==> src/rtl/rv32_types_pkg.sv <==
// Shared types and constants for the RV32 fetch front end.
package rv32_types;

    typedef logic [31:0] rv_instr_t;

    // addi x0, x0, 0 -- what decode sees whenever no real instruction is presented
    localparam rv_instr_t RV_NOP_INSTR = 32'h0000_0013;

    // Byte distance between consecutive instruction words
    localparam logic [31:0] INSTR_BYTES = 32'd4;

    // One fetched instruction together with the address it was fetched from
    typedef struct packed {
        logic [31:0] pc;
        rv_instr_t   instr;
    } fetch_entry_t;

endpackage

==> src/rtl/rv32_fetch_fifo.sv <==
// Small synchronous FIFO of fetch entries with push, pop and flush.
// Flush has priority over push and pop. A push while full is accepted only
// when a pop frees a slot in the same cycle.
module rv32_fetch_fifo
    import rv32_types::*;
#(
    parameter int DEPTH = 2
) (
    input  logic                     clk,
    input  logic                     rst,
    input  logic                     push_i,
    input  fetch_entry_t             push_data_i,
    input  logic                     pop_i,
    input  logic                     flush_i,
    output fetch_entry_t             head_o,
    output logic                     empty_o,
    output logic [$clog2(DEPTH):0]   count_o
);
    localparam int PTR_W = $clog2(DEPTH);
    localparam int CNT_W = PTR_W + 1;

    fetch_entry_t     mem_q [DEPTH];
    logic [PTR_W-1:0] rd_ptr_q;
    logic [PTR_W-1:0] wr_ptr_q;
    logic [CNT_W-1:0] count_q;
    logic             full;
    logic             do_push;
    logic             do_pop;

    // Qualify push/pop against the current occupancy
    always_comb begin
        full    = (count_q == CNT_W'(DEPTH));
        do_pop  = pop_i && (count_q != '0);
        do_push = push_i && (!full || do_pop);
    end

    // Storage, pointers and occupancy; pointers wrap naturally since DEPTH is a power of two
    always_ff @(posedge clk or posedge rst) begin
        if (rst) begin
            rd_ptr_q <= '0;
            wr_ptr_q <= '0;
            count_q  <= '0;
            for (int i = 0; i < DEPTH; i++) begin
                mem_q[i] <= '0;
            end
        end else if (flush_i) begin
            rd_ptr_q <= '0;
            wr_ptr_q <= '0;
            count_q  <= '0;
        end else begin
            if (do_push) begin
                mem_q[wr_ptr_q] <= push_data_i;
                wr_ptr_q        <= wr_ptr_q + 1'b1;
            end
            if (do_pop) begin
                rd_ptr_q <= rd_ptr_q + 1'b1;
            end
            count_q <= count_q + CNT_W'(do_push) - CNT_W'(do_pop);
        end
    end

    assign head_o  = mem_q[rd_ptr_q];
    assign empty_o = (count_q == '0);
    assign count_o = count_q;

endmodule

==> src/rtl/rv32_fetch_unit.sv <==
// Instruction fetch front end: owns the fetch PC, issues word requests under a
// credit limit, pairs in-order responses with their PCs and presents them to
// decode. A redirect flushes buffered instructions and marks in-flight ones
// for discard.
module rv32_fetch_unit
    import rv32_types::*;
#(
    parameter logic [31:0] RESET_PC = 32'h0000_0000,
    parameter int          DEPTH    = 2
) (
    input  logic        clk,
    input  logic        rst,
    output logic        imem_req_valid,
    input  logic        imem_req_ready,
    output logic [31:0] imem_req_addr,
    input  logic        imem_rsp_valid,
    input  logic [31:0] imem_rsp_data,
    input  logic        redirect_valid,
    input  logic [31:0] redirect_pc,
    input  logic        decode_ready,
    output logic        instr_valid,
    output rv_instr_t   instr,
    output logic [31:0] instr_pc,
    output logic        set_nop
);
    localparam int CNT_W = $clog2(DEPTH) + 1;

    logic [31:0]      fetch_pc_q, fetch_pc_d;
    logic [CNT_W-1:0] kill_cnt_q, kill_cnt_d;
    logic             started_q;

    // The addr queue holds exactly one entry per outstanding request, so its
    // occupancy doubles as the in-flight counter.
    fetch_entry_t     addr_entry, addr_head;
    logic             addr_empty;
    logic [CNT_W-1:0] in_flight;

    fetch_entry_t     rsp_entry, instr_head;
    logic             instr_empty;
    logic [CNT_W-1:0] fifo_count;

    logic [CNT_W:0]   occupancy;
    logic             req_accept, rsp_take, rsp_drop, instr_push, instr_pop;

    // Credit check, handshakes and the entries pushed into each queue
    always_comb begin
        occupancy      = {1'b0, in_flight} + {1'b0, fifo_count};
        imem_req_valid = started_q && !redirect_valid && (occupancy < (CNT_W+1)'(DEPTH));
        req_accept     = imem_req_valid && imem_req_ready;
        rsp_take       = imem_rsp_valid && !addr_empty;
        rsp_drop       = redirect_valid || (kill_cnt_q != '0);
        instr_push     = rsp_take && !rsp_drop;
        instr_pop      = !instr_empty && decode_ready;
        addr_entry       = '0;
        addr_entry.pc    = fetch_pc_q;
        addr_entry.instr = RV_NOP_INSTR;
        rsp_entry        = addr_head;
        rsp_entry.instr  = imem_rsp_data;
    end

    // Next fetch PC and discard count; a redirect overrides everything else
    always_comb begin
        fetch_pc_d = fetch_pc_q;
        kill_cnt_d = kill_cnt_q;
        if (redirect_valid) begin
            fetch_pc_d = redirect_pc & ~(INSTR_BYTES - 32'd1);
            kill_cnt_d = in_flight - CNT_W'(rsp_take);
        end else begin
            if (req_accept) begin
                fetch_pc_d = fetch_pc_q + INSTR_BYTES;
            end
            if (rsp_take && (kill_cnt_q != '0)) begin
                kill_cnt_d = kill_cnt_q - CNT_W'(1);
            end
        end
    end

    // State registers; started_q keeps requests quiet for the first cycle out of reset
    always_ff @(posedge clk or posedge rst) begin
        if (rst) begin
            fetch_pc_q <= RESET_PC;
            kill_cnt_q <= '0;
            started_q  <= 1'b0;
        end else begin
            fetch_pc_q <= fetch_pc_d;
            kill_cnt_q <= kill_cnt_d;
            started_q  <= 1'b1;
        end
    end

    rv32_fetch_fifo #(.DEPTH(DEPTH)) u_addr_queue (
        .clk         (clk),
        .rst         (rst),
        .push_i      (req_accept),
        .push_data_i (addr_entry),
        .pop_i       (rsp_take),
        .flush_i     (1'b0),
        .head_o      (addr_head),
        .empty_o     (addr_empty),
        .count_o     (in_flight)
    );

    rv32_fetch_fifo #(.DEPTH(DEPTH)) u_instr_fifo (
        .clk         (clk),
        .rst         (rst),
        .push_i      (instr_push),
        .push_data_i (rsp_entry),
        .pop_i       (instr_pop),
        .flush_i     (redirect_valid),
        .head_o      (instr_head),
        .empty_o     (instr_empty),
        .count_o     (fifo_count)
    );

    assign imem_req_addr = fetch_pc_q;
    assign instr_valid   = !instr_empty;
    assign set_nop       = instr_empty;
    assign instr         = instr_empty ? RV_NOP_INSTR : instr_head.instr;
    assign instr_pc      = instr_empty ? RESET_PC : instr_head.pc;

endmodule

==> config.mk <==
export PLATFORM = sky130hd
export DESIGN_NAME = rv32_fetch_unit
export DESIGN_NICKNAME = d
export VERILOG_FILES = /design/src/rtl/rv32_types_pkg.sv /design/src/rtl/rv32_fetch_fifo.sv /design/src/rtl/rv32_fetch_unit.sv
export SDC_FILE = /design/constraint.sdc
export NUM_CORES = 1
export LEC_CHECK = 0
export CORE_MARGIN = 5
export CORE_UTILIZATION = 41
export CTS_BUF_LIST = sky130_fd_sc_hd__clkbuf_16
export CTS_CLUSTER_SIZE = 28
export DETAILED_ROUTE_END_ITERATION = 16
export SYNTH_ARGS = -nofsm -noshare
export SYNTH_HDL_FRONTEND = slang
export SYNTH_SLANG_ARGS = --single-unit
==> constraint.sdc <==
create_clock -name clk -period 16.2 [get_ports clk]
set_input_delay 3.24 -clock clk [delete_from_list [all_inputs] [get_ports clk]]
set_output_delay 3.24 -clock clk [all_outputs]
set_load 0.05 [all_outputs]
## Word level (Yosys, flattened, before mapping)

Index checks and enable logic that the tools add are counted.

| cells by class | value |
|---|---|
| bitwise operators | 5 |
| shift-type cells | 0 |
| divide/modulo/power cells | 0 |
| equal/unequal tests | 2 |
| multipliers | 0 |
| reduce and logical (&&, ||, !) cells | 32 |
| order comparisons | 7 |
| multiplexer cells | 23 |
| $add $sub $neg | 12 |

Operators by type and width:

| cell | count |
|---|---|
| $mux 64 | 8 |
| $bwmux 128 | 2 |
| $demux 64 s1 | 2 |
| $mux 32 | 4 |
| $add 32x3->32 const B | 1 |
| $reduce_bool 2->1 | 7 |
| $logic_and 1x1->1 | 13 |
| $ge 2x2->1 const B | 4 |
| $not 1->2 | 4 |
| $logic_not 1->1 | 6 |
| $mux 2 | 3 |
| $sub 2x1->2 | 3 |
| $add 1x1->1 const B | 4 |
| $add 2x1->2 | 2 |
| $eq 2x2->1 const B | 2 |
| $logic_not 2->1 | 2 |
| $lt 2x1->1 const B | 2 |
| $mux 1 | 4 |
| $add 2x2->3 | 1 |
| $logic_or 1x1->1 | 3 |
| $lt 3x2->1 const B | 1 |
| $reduce_and 2->1 | 1 |
| $sub 2x1->2 const B | 1 |
| $not 1->1 | 1 |

| word-level totals | value |
|---|---|
| memory bits (read-only) | 0 |
| logic and storage cells | 98 |
| bits of input ports | 70 |
| latch bits | 0 |
| bits in writable memories | 0 |
| register bits | 299 |
| memories | 0 |

## Logic depth before layout (Yosys ltp)

Gate-level depths: netlist of the first run.

| depth | value |
|---|---|
| word-level depth | 9 |
| mapped depth | 10 |
| gate-level depth less buffers | 8 |

## Cells and area by module

From an unflattened synthesis of the first run, not the netlist that was laid out.

| second synthesis, totals | value |
|---|---|
| cell total of the unflattened synthesis | 1052 |
| area total of the unflattened synthesis | 14543.9 µm² |

By module, submodules not included:

| module | area an instance (µm²) | cells an instance | times used |
|---|---|---|---|
| rv32_fetch_fifo | 5977.0 | 365 | 2 |
| rv32_fetch_unit | 2590.0 | 322 | 1 |

## Worst setup path after synthesis of the first run

OpenSTA, ideal clock, no wires.

| timing path | value |
|---|---|
| kind | in2out |
| start point | input redirect_valid |
| end point | output imem_req_valid |
| stages on the path | 2 |
| arrival time | 4.095 ns |
| slack | 8.865 ns |
| cells stage by stage | buf_6 nor4b_4 |

| between the ends | value |
|---|---|
| longest elaborated chain between the ends | 3 |

Ends and longest elaborated chain:

| item | line | RTL |
|---|---|---|
| start, declared | rv32_fetch_unit.sv:18 | `input logic redirect_valid,` |
| $logic_not 1->1 | rv32_fetch_unit.sv:48 | `imem_req_valid = started_q && !redirect_valid && (occupancy < (CNT_W+1)'(DEPTH));` |
| $logic_and 1x1->1 (2 in a row) | rv32_fetch_unit.sv:48 |  |
| end, declared | rv32_fetch_unit.sv:13 | `output logic imem_req_valid,` |

No other way between the ends.

## Final worst setup path of the first run

Ends and elaborated chain as after synthesis.

==> impl_results.html, run 1 <==
<table>
<tr><th>Metric</th><th>Value</th></tr>
<tr><th colspan="2">Worst setup path</th></tr>
<tr><td>Number of buffers and inverters on the critical path</td><td>3</td></tr>
<tr><td>Critical path origin</td><td>redirect_valid</td></tr>
<tr><td>Chain of cells forming the critical path</td><td>clkdlybuf4s50_1 &gt; buf_4 &gt; nor4b_4 &gt; clkdlybuf4s50_1</td></tr>
<tr><td>Delay of the slowest cell on the worst path</td><td>0.88 ns</td></tr>
<tr><td>Setup crit start kind</td><td>input pin</td></tr>
<tr><td>Required time at the endpoint of the critical path</td><td>12.96 ns</td></tr>
<tr><td>Reg-to-reg critical path startpoint</td><td>u_instr_fifo.count_o[0]$_DFF_PP0_</td></tr>
<tr><td>Max FO, Critical Path</td><td>43</td></tr>
<tr><td>Worst setup path class</td><td>in2out</td></tr>
<tr><td>CP endpoint kind</td><td>output pin</td></tr>
<tr><td>Cell at the slowest stage of the critical path</td><td>sky130_fd_sc_hd__clkdlybuf4s50_1</td></tr>
<tr><td>Dominant cell type by count on the critical path</td><td>sky130_fd_sc_hd__clkdlybuf4s50_1</td></tr>
<tr><td>Crit path max-delay family</td><td>buffers and inverters</td></tr>
<tr><td>Crit path arrival time</td><td>5.28 ns</td></tr>
<tr><th colspan="2">Clock tree</th></tr>
<tr><td>Setup bufs post-CTS</td><td>0</td></tr>
<tr><td>Clk pin slew, worst setup/hold paths</td><td>0.06 ns</td></tr>
<tr><td>Post-CTS Hold Fix Bufs</td><td>0</td></tr>
<tr><td>Clock Tree Buf Depth</td><td>3</td></tr>
<tr><td>TritonCTS clock tree</td><td>done</td></tr>
<tr><td>Clk sinks</td><td>225</td></tr>
<tr><td>Clk_lat worst skew</td><td>0.52 ns</td></tr>
<tr><td>Root Driver</td><td>sky130_fd_sc_hd__clkbuf_16</td></tr>
<tr><td>Gates resized, CTS repair</td><td>0</td></tr>
<tr><td>H-tree depth</td><td>1</td></tr>
<tr><td>Number of clock buffers inserted by TritonCTS</td><td>26</td></tr>
<tr><th colspan="2">Timing</th></tr>
<tr><td>Final setup vio count</td><td>0</td></tr>
<tr><td>Max Clock Freq</td><td>117 MHz</td></tr>
<tr><td>Unrepaired setup endpoints after global routing</td><td>false</td></tr>
<tr><td>Count of pins over their slew limit</td><td>0</td></tr>
<tr><td>Setup TNS</td><td>0 ns</td></tr>
<tr><td>Final critical-path required period</td><td>8.52 ns</td></tr>
<tr><td>Post-layout worst setup margin</td><td>7.68 ns</td></tr>
<tr><td>Worst Clk Skew</td><td>0.00918 ns</td></tr>
<tr><td>Final hold viol count</td><td>0</td></tr>
<tr><td>Max-Slew Margin vs Limit</td><td>0.197</td></tr>
<tr><td>Least-Margin Pin Slew</td><td>1.20 ns</td></tr>
<tr><td>Part of the cycle the worst path needs</td><td>0.526</td></tr>
<tr><th colspan="2">Worst hold path</th></tr>
<tr><td>Min-Delay Startpoint</td><td>u_instr_fifo.mem_q[42]$_DFFE_PP0P_</td></tr>
<tr><td>Min-Delay Path Class</td><td>reg2reg</td></tr>
<tr><th colspan="2">Logic synthesis</th></tr>
<tr><td>Post-synthesis instance total</td><td>915</td></tr>
<tr><td>Main flop type after synthesis</td><td>sky130_fd_sc_hd__dfrtp_1</td></tr>
<tr><td>Number of flops mapped to enable cells by yosys</td><td>0</td></tr>
<tr><td>Post-synthesis instance area</td><td>0.0106 sq mm</td></tr>
<tr><td>Number of library cell types mapped by synthesis</td><td>56</td></tr>
<tr><td>Mean cell area of the mapped netlist</td><td>11.6 sq um</td></tr>
<tr><td>Share of synthesized registers carrying an async set or reset</td><td>1.00</td></tr>
<tr><td>Flip-flop and latch count after synthesis</td><td>225</td></tr>
<tr><td>Part of the Yosys area used for sequential elements</td><td>0.530</td></tr>
<tr><td>Number of warnings issued by yosys</td><td>0</td></tr>
<tr><th colspan="2">Placed design</th></tr>
<tr><td>Cell total after placement</td><td>1358</td></tr>
<tr><td>Gpl congestion</td><td>0.807</td></tr>
<tr><td>Placed wire-length estimate</td><td>16100 microns</td></tr>
<tr><td>IO buf count</td><td>162</td></tr>
<tr><td>Worst setup timing slack at the placement stage</td><td>7.68 ns</td></tr>
<tr><th colspan="2">Drt</th></tr>
<tr><td>Remaining antenna violation count after routing</td><td>0</td></tr>
<tr><td>First-pass detailed-route iteration total</td><td>5</td></tr>
<tr><td>Per-cell routed wire length</td><td>17.8 microns</td></tr>
<tr><td>Number of vias in the routed layout</td><td>7367</td></tr>
<tr><td>Vias per Instance</td><td>5.25</td></tr>
<tr><td>Residual DRC count</td><td>0</td></tr>
<tr><td>DRC marker count from the first detailed-route iteration</td><td>362</td></tr>
<tr><td>Routed Wire Length</td><td>25000 microns</td></tr>
<tr><th colspan="2">Power</th></tr>
<tr><td>Peak supply drop</td><td>0.0000906 V</td></tr>
<tr><td>Static leakage power</td><td>5.82 nW</td></tr>
<tr><td>Power per standard cell area</td><td>196 mW/mm^2</td></tr>
<tr><td>Final total power</td><td>2.60 mW</td></tr>
<tr><th colspan="2">Floorplan</th></tr>
<tr><td>Num rows</td><td>59</td></tr>
<tr><td>Io pins</td><td>169</td></tr>
<tr><td>Placeable core region</td><td>0.0258 sq mm</td></tr>
<tr><td>X dimension of the die</td><td>171 microns</td></tr>
<tr><td>Overall die height</td><td>171 microns</td></tr>
<tr><td>Overall die area</td><td>0.0292 sq mm</td></tr>
<tr><td>Initial Util</td><td>0.412</td></tr>
<tr><th colspan="2">GRT</th></tr>
<tr><td>Total gr overflow</td><td>0</td></tr>
<tr><td>Vias in the first global route</td><td>7444</td></tr>
<tr><td>Global-route wire length before repair</td><td>40600 microns</td></tr>
<tr><td>Number of antenna violations at the first check in global routing</td><td>0</td></tr>
<tr><td>Pin count of the biggest net entering global routing</td><td>150</td></tr>
<tr><td>Tot GR Track Use</td><td>0.170</td></tr>
<tr><th colspan="2">Job</th></tr>
<tr><td>Max cap viols</td><td>0</td></tr>
<tr><th colspan="2">Run status</th></tr>
<tr><td>Run status</td><td>completed</td></tr>
<tr><th colspan="2">Final layout</th></tr>
<tr><td>Leading cell type in the layout, fill and taps excluded</td><td>sky130_fd_sc_hd__dfrtp_1</td></tr>
<tr><td>Layout cell share with drive strength beyond 1</td><td>0.140</td></tr>
<tr><td>Number of fillers in the final layout</td><td>2280</td></tr>
<tr><td>Number of nets in the layout</td><td>1128</td></tr>
<tr><td>Post-route non-filler standard cell count</td><td>1404</td></tr>
<tr><td>Leading cell types in the layout, fill and taps excluded</td><td>sky130_fd_sc_hd__dfrtp_1, sky130_fd_sc_hd__clkdlybuf4s50_1, sky130_fd_sc_hd__nor2_1</td></tr>
<tr><td>Layout area overhead</td><td>24.8%</td></tr>
<tr><td>Ant diodes</td><td>0</td></tr>
</table>
[where the power goes]
part	switching (mW)	internal [mW]
registers	0.160	0.768
logic	0.644	0.456
clock network	0.224	0.347
total	1.03	1.57
[layer usage]
layer,GRT usage,vias up,routed length [microns],part of all wire
li1,-,3488,-,-
met1,0.250,3645,12100,0.48
met2,0.265,210,10900,0.44
met3,0.0326,24,1680,0.067
met4,0.0355,0,306,0.012
met5,0,-,0,0
[sequential cells by signal, indices dropped and copies added, names as in the netlist]
register	cells
u_addr_queue.rd_ptr_q	1
u_addr_queue.count_o	2
started_q	1
u_instr_fifo.rd_ptr_q	1
imem_req_addr	30
kill_cnt_q	2
u_addr_queue.wr_ptr_q	1
u_instr_fifo.wr_ptr_q	1
u_addr_queue.mem_q	60
u_instr_fifo.count_o	2
u_instr_fifo.mem_q	124
[cell type report]
| cell class | count | area (sq um) | share of cell area |
|---|---|---|---|
| sequential | 225 | 5640 | 0.425 |
| clock buffer | 27 | 676 | 0.0509 |
| tap | 335 | 419 | 0.0316 |
| timing repair buffer | 170 | 1680 | 0.127 |
| inverter | 12 | 52.6 | 0.00396 |
| multi-input combinational | 616 | 4630 | 0.349 |
| clock inverter | 19 | 163 | 0.0123 |
[cells in the mapped netlist (all sizes together) (2+ instances only)]
master / instances / area share
xnor2: 7 / 0.0058
nand2: 79 / 0.029
clkbuf: 26 / 0.0092
o21ai: 49 / 0.023
mux2: 124 / 0.14
a21o: 2 / 0.0014
and2: 3 / 0.0020
nand4: 10 / 0.0073
or2: 2 / 0.0012
nand3: 18 / 0.0094
nor2: 109 / 0.039
inv: 11 / 0.0039
ha: 6 / 0.0071
nor4b: 3 / 0.0053
and3: 5 / 0.0029
dfrtp: 225 / 0.53
nor3b: 3 / 0.0021
o211ai: 6 / 0.0042
a21oi: 37 / 0.017
a31oi: 6 / 0.0035
a221o: 7 / 0.0066
conb: 2 / 0.00071
xor2: 3 / 0.0025
nor3: 8 / 0.0058
mux2i: 95 / 0.090
o311ai: 12 / 0.0099
nor4: 4 / 0.0044
or4: 3 / 0.0021
buf: 39 / 0.023
nor2b: 2 / 0.0012
[per-stage QoR]
step | hold WS (ns) | utilization | instance area, sq um
CTS | 0.483 | 0.515 | 13300
global route | 0.500 | 0.515 | 13300
detailed placement | 0.470 | 0.482 | 12400
floorplan | 0.450 | - | 10600
finish | 0.475 | 0.515 | 13300
global placement | 0.460 | 0.482 | 12400
[kinds of logic (layout without fill, tap and decap cells)]
family / after synthesis / after routing / share of synthesized area
AOI/OAI and AO/OA: 124 / 124 / 0.0702
xor gates and xnor gates: 10 / 10 / 0.00825
adders and majority gates: 7 / 7 / 0.00895
buffers and inverters: 77 / 228 / 0.0367
DFF: 225 / 225 / 0.530
muxes: 219 / 219 / 0.232
other: 2 / 5 / 0.000707
and+or+nand+nor: 251 / 251 / 0.114
[worst paths after layout]
path,to,slack (ns),cells past startpoint
setup / recovery,imem_req_valid,7.68,4
hold / removal,u_instr_fifo.mem_q[42]$_DFFE_PP0P_,0.48,2
setup reg to reg,u_addr_queue.mem_q[119]$_DFFE_PP0P_,12.76,8
hold reg to reg,u_instr_fifo.mem_q[42]$_DFFE_PP0P_,0.48,2
max in group asynchronous,u_addr_queue.mem_q[48]$_DFFE_PP0P_,11.22,3
min in group asynchronous,u_instr_fifo.mem_q[68]$_DFFE_PP0P_,3.36,2
[worst reg2reg max path, cell delays in order (launching register included)]
cell	delay [ns]
sky130_fd_sc_hd__dfrtp_1	0.36
sky130_fd_sc_hd__inv_1	0.07
sky130_fd_sc_hd__nor2_1	0.15
sky130_fd_sc_hd__fa_1	0.49
sky130_fd_sc_hd__nor4b_4	0.40
sky130_fd_sc_hd__nand2_2	0.47
sky130_fd_sc_hd__nor3_4	0.56
sky130_fd_sc_hd__buf_4	0.44
sky130_fd_sc_hd__mux2_1	0.39
Note: power is estimated with default switching activity, not from simulation.
==> run 2: changes to the inputs <==
Clock period 16.2 ns to 8.3 ns, I/O delays scaled along.
==> impl_results.html, run 2 (synthesis results as in run 1) <==
<table>
<tr><th>Metric</th><th>Value</th></tr>
<tr><th colspan="2">GRT</th></tr>
<tr><td>Number of antenna violations at the first check in global routing</td><td>0</td></tr>
<tr><td>Vias in the first global route</td><td>7503</td></tr>
<tr><td>Total gr overflow</td><td>0</td></tr>
<tr><td>Global-route wire length before repair</td><td>41100 microns</td></tr>
<tr><td>Pin count of the biggest net entering global routing</td><td>146</td></tr>
<tr><td>Tot GR Track Use</td><td>0.172</td></tr>
<tr><th colspan="2">Final layout</th></tr>
<tr><td>Ant diodes</td><td>0</td></tr>
<tr><td>Max reg flops</td><td>124</td></tr>
<tr><td>Util after Layout</td><td>0.512</td></tr>
<tr><td>Largest register by flop count</td><td>u_instr_fifo.mem_q</td></tr>
<tr><td>Leading cell type in the layout, fill and taps excluded</td><td>sky130_fd_sc_hd__dfrtp_1</td></tr>
<tr><td>Layout area overhead</td><td>24.2%</td></tr>
<tr><td>Leading cell types in the layout, fill and taps excluded</td><td>sky130_fd_sc_hd__dfrtp_1, sky130_fd_sc_hd__clkdlybuf4s50_1, sky130_fd_sc_hd__nor2_1</td></tr>
<tr><td>Layout cell share with drive strength beyond 1</td><td>0.136</td></tr>
<tr><td>Post-route non-filler standard cell count</td><td>1399</td></tr>
<tr><td>Number of nets in the layout</td><td>1126</td></tr>
<tr><td>Area of all placed cells without fillers</td><td>0.0132 sq mm</td></tr>
<tr><th colspan="2">Placed design</th></tr>
<tr><td>Worst setup timing slack at the placement stage</td><td>2.91 ns</td></tr>
<tr><td>Placed wire-length estimate</td><td>16200 microns</td></tr>
<tr><td>Gpl congestion</td><td>0.830</td></tr>
<tr><td>Cell total after placement</td><td>1357</td></tr>
<tr><td>IO buf count</td><td>162</td></tr>
<tr><td>Total cell area at the placement stage</td><td>0.0124 sq mm</td></tr>
<tr><th colspan="2">Timing</th></tr>
<tr><td>Unrepaired setup endpoints after global routing</td><td>false</td></tr>
<tr><td>Final critical-path required period</td><td>5.44 ns</td></tr>
<tr><td>Worst Hold Slack</td><td>0.475 ns</td></tr>
<tr><td>Setup TNS</td><td>0 ns</td></tr>
<tr><td>Least-Margin Pin Slew</td><td>1.15 ns</td></tr>
<tr><td>Count of pins over their slew limit</td><td>0</td></tr>
<tr><td>Max Clock Freq</td><td>184 MHz</td></tr>
<tr><td>Final setup vio count</td><td>0</td></tr>
<tr><td>Max-Slew Margin vs Limit</td><td>0.230</td></tr>
<tr><td>Worst Clk Skew</td><td>0.00879 ns</td></tr>
<tr><td>Part of the cycle the worst path needs</td><td>0.656</td></tr>
<tr><td>Final hold viol count</td><td>0</td></tr>
<tr><td>Post-layout worst setup margin</td><td>2.86 ns</td></tr>
<tr><th colspan="2">Clock tree</th></tr>
<tr><td>Clk pin slew, worst setup/hold paths</td><td>0.06 ns</td></tr>
<tr><td>Clk sinks</td><td>225</td></tr>
<tr><td>Post-CTS Hold Fix Bufs</td><td>0</td></tr>
<tr><td>Clk_lat worst skew</td><td>0.52 ns</td></tr>
<tr><td>Root Driver</td><td>sky130_fd_sc_hd__clkbuf_16</td></tr>
<tr><td>TritonCTS clock tree</td><td>done</td></tr>
<tr><td>Clock Tree Buf Depth</td><td>3</td></tr>
<tr><td>Gates resized, CTS repair</td><td>0</td></tr>
<tr><td>H-tree depth</td><td>1</td></tr>
<tr><td>Setup bufs post-CTS</td><td>0</td></tr>
<tr><td>Number of clock buffers inserted by TritonCTS</td><td>25</td></tr>
<tr><th colspan="2">Floorplan</th></tr>
<tr><td>Placeable core region</td><td>0.0258 sq mm</td></tr>
<tr><td>Initial Util</td><td>0.412</td></tr>
<tr><td>Overall die area</td><td>0.0292 sq mm</td></tr>
<tr><td>Overall die height</td><td>171 microns</td></tr>
<tr><td>Io pins</td><td>169</td></tr>
<tr><td>X dimension of the die</td><td>171 microns</td></tr>
<tr><td>Num rows</td><td>59</td></tr>
<tr><th colspan="2">Job</th></tr>
<tr><td>Max cap viols</td><td>0</td></tr>
<tr><th colspan="2">Drt</th></tr>
<tr><td>Residual DRC count</td><td>0</td></tr>
<tr><td>Routed Wire Length</td><td>25200 microns</td></tr>
<tr><td>First-pass detailed-route iteration total</td><td>4</td></tr>
<tr><td>Number of vias in the routed layout</td><td>7316</td></tr>
<tr><td>Vias per Instance</td><td>5.23</td></tr>
<tr><td>DRC marker count from the first detailed-route iteration</td><td>486</td></tr>
<tr><td>Per-cell routed wire length</td><td>18.0 microns</td></tr>
<tr><td>Remaining antenna violation count after routing</td><td>0</td></tr>
<tr><th colspan="2">Worst setup path</th></tr>
<tr><td>Required time at the endpoint of the critical path</td><td>6.64 ns</td></tr>
<tr><td>Crit path arrival time</td><td>3.78 ns</td></tr>
<tr><td>Chain of cells forming the critical path</td><td>clkdlybuf4s50_1 &gt; buf_4 &gt; nor4b_4 &gt; clkdlybuf4s50_1</td></tr>
<tr><td>Worst setup path class</td><td>in2out</td></tr>
<tr><td>Delay of the slowest cell on the worst path</td><td>0.90 ns</td></tr>
<tr><td>Max FO, Critical Path</td><td>43</td></tr>
<tr><td>Cell at the slowest stage of the critical path</td><td>sky130_fd_sc_hd__clkdlybuf4s50_1</td></tr>
<tr><td>Setup crit start kind</td><td>input pin</td></tr>
<tr><td>Dominant cell type by count on the critical path</td><td>sky130_fd_sc_hd__clkdlybuf4s50_1</td></tr>
<tr><td>CP endpoint kind</td><td>output pin</td></tr>
<tr><td>R2r worst-path depth</td><td>8</td></tr>
<tr><th colspan="2">Power</th></tr>
<tr><td>Power per standard cell area</td><td>380 mW/mm^2</td></tr>
<tr><td>Static leakage power</td><td>5.80 nW</td></tr>
<tr><td>Seq pwr share</td><td>0.363</td></tr>
<tr><td>Peak supply drop</td><td>0.000180 V</td></tr>
<tr><td>Final total power</td><td>5.02 mW</td></tr>
<tr><td>Fraction of power consumed by the clock network</td><td>0.211</td></tr>
<tr><td>Internal Pwr Total</td><td>3.02 mW</td></tr>
<tr><td>Switching power total</td><td>2.00 mW</td></tr>
<tr><td>Switching Fraction</td><td>0.398</td></tr>
<tr><td>Combinational share of power</td><td>0.426</td></tr>
<tr><th colspan="2">Worst hold path</th></tr>
<tr><td>Min-Delay Path Class</td><td>reg2reg</td></tr>
<tr><td>Cell depth of the worst min-delay path</td><td>2</td></tr>
<tr><th colspan="2">Run status</th></tr>
<tr><td>Run status</td><td>completed</td></tr>
</table>
-- run 2: critical path, delay by kind of cell --
| family | cells | cell delay, ns |
|---|---|---|
| buffers and inverters | 3 | 1.58 |
| and+or+nand+nor | 1 | 0.52 |
-- run 2: power groups by stage --
stage | Sequential, mW | Combinational [mW] | Clock (mW)
final | 1.82 | 2.14 | 1.06
after global routing | 1.88 | 2.31 | 1.14
after CTS | 1.83 | 2.17 | 1.10
after detailed placement | 1.84 | 2.17 | 0
after global placement | 1.83 | 2.14 | 0
after floorplan | 1.77 | 1.58 | 0
-- run 2: area by class of cell --
| class | count | area [sq um] |
|---|---|---|
| Fill cell | 2329 | 12600 |
| Sequential cell | 225 | 5640 |
| Multi-Input combinational cell | 616 | 4630 |
| Timing Repair Buffer | 169 | 1670 |
| Clock buffer | 25 | 626 |
| Tap cell | 335 | 419 |
| Clock inverter | 17 | 151 |
| Inverter | 12 | 52.6 |
-- run 2: worst paths after layout --
check | startpoint | end | slack, ns
max | redirect_valid | imem_req_valid | 2.86
min | u_instr_fifo.mem_q[61]$_DFFE_PP0P_ | u_instr_fifo.mem_q[61]$_DFFE_PP0P_ | 0.48
max reg2reg | u_instr_fifo.count_o[0]$_DFF_PP0_ | u_addr_queue.mem_q[46]$_DFFE_PP0P_ | 4.66
min reg2reg | u_instr_fifo.mem_q[61]$_DFFE_PP0P_ | u_instr_fifo.mem_q[61]$_DFFE_PP0P_ | 0.48
max in group asynchronous | rst | u_instr_fifo.mem_q[108]$_DFFE_PP0P_ | 4.94
min in group asynchronous | rst | u_instr_fifo.mem_q[68]$_DFFE_PP0P_ | 1.72
-- run 2: metal layers --
metal  global-route usage  vias to the layer above  part of all wire
met5                    0                        -                 0
met4               0.0282                        0            0.0088
met3               0.0310                       18             0.061
met2                0.278                      202              0.45
met1                0.248                     3620              0.48
li1                     -                     3476                 -
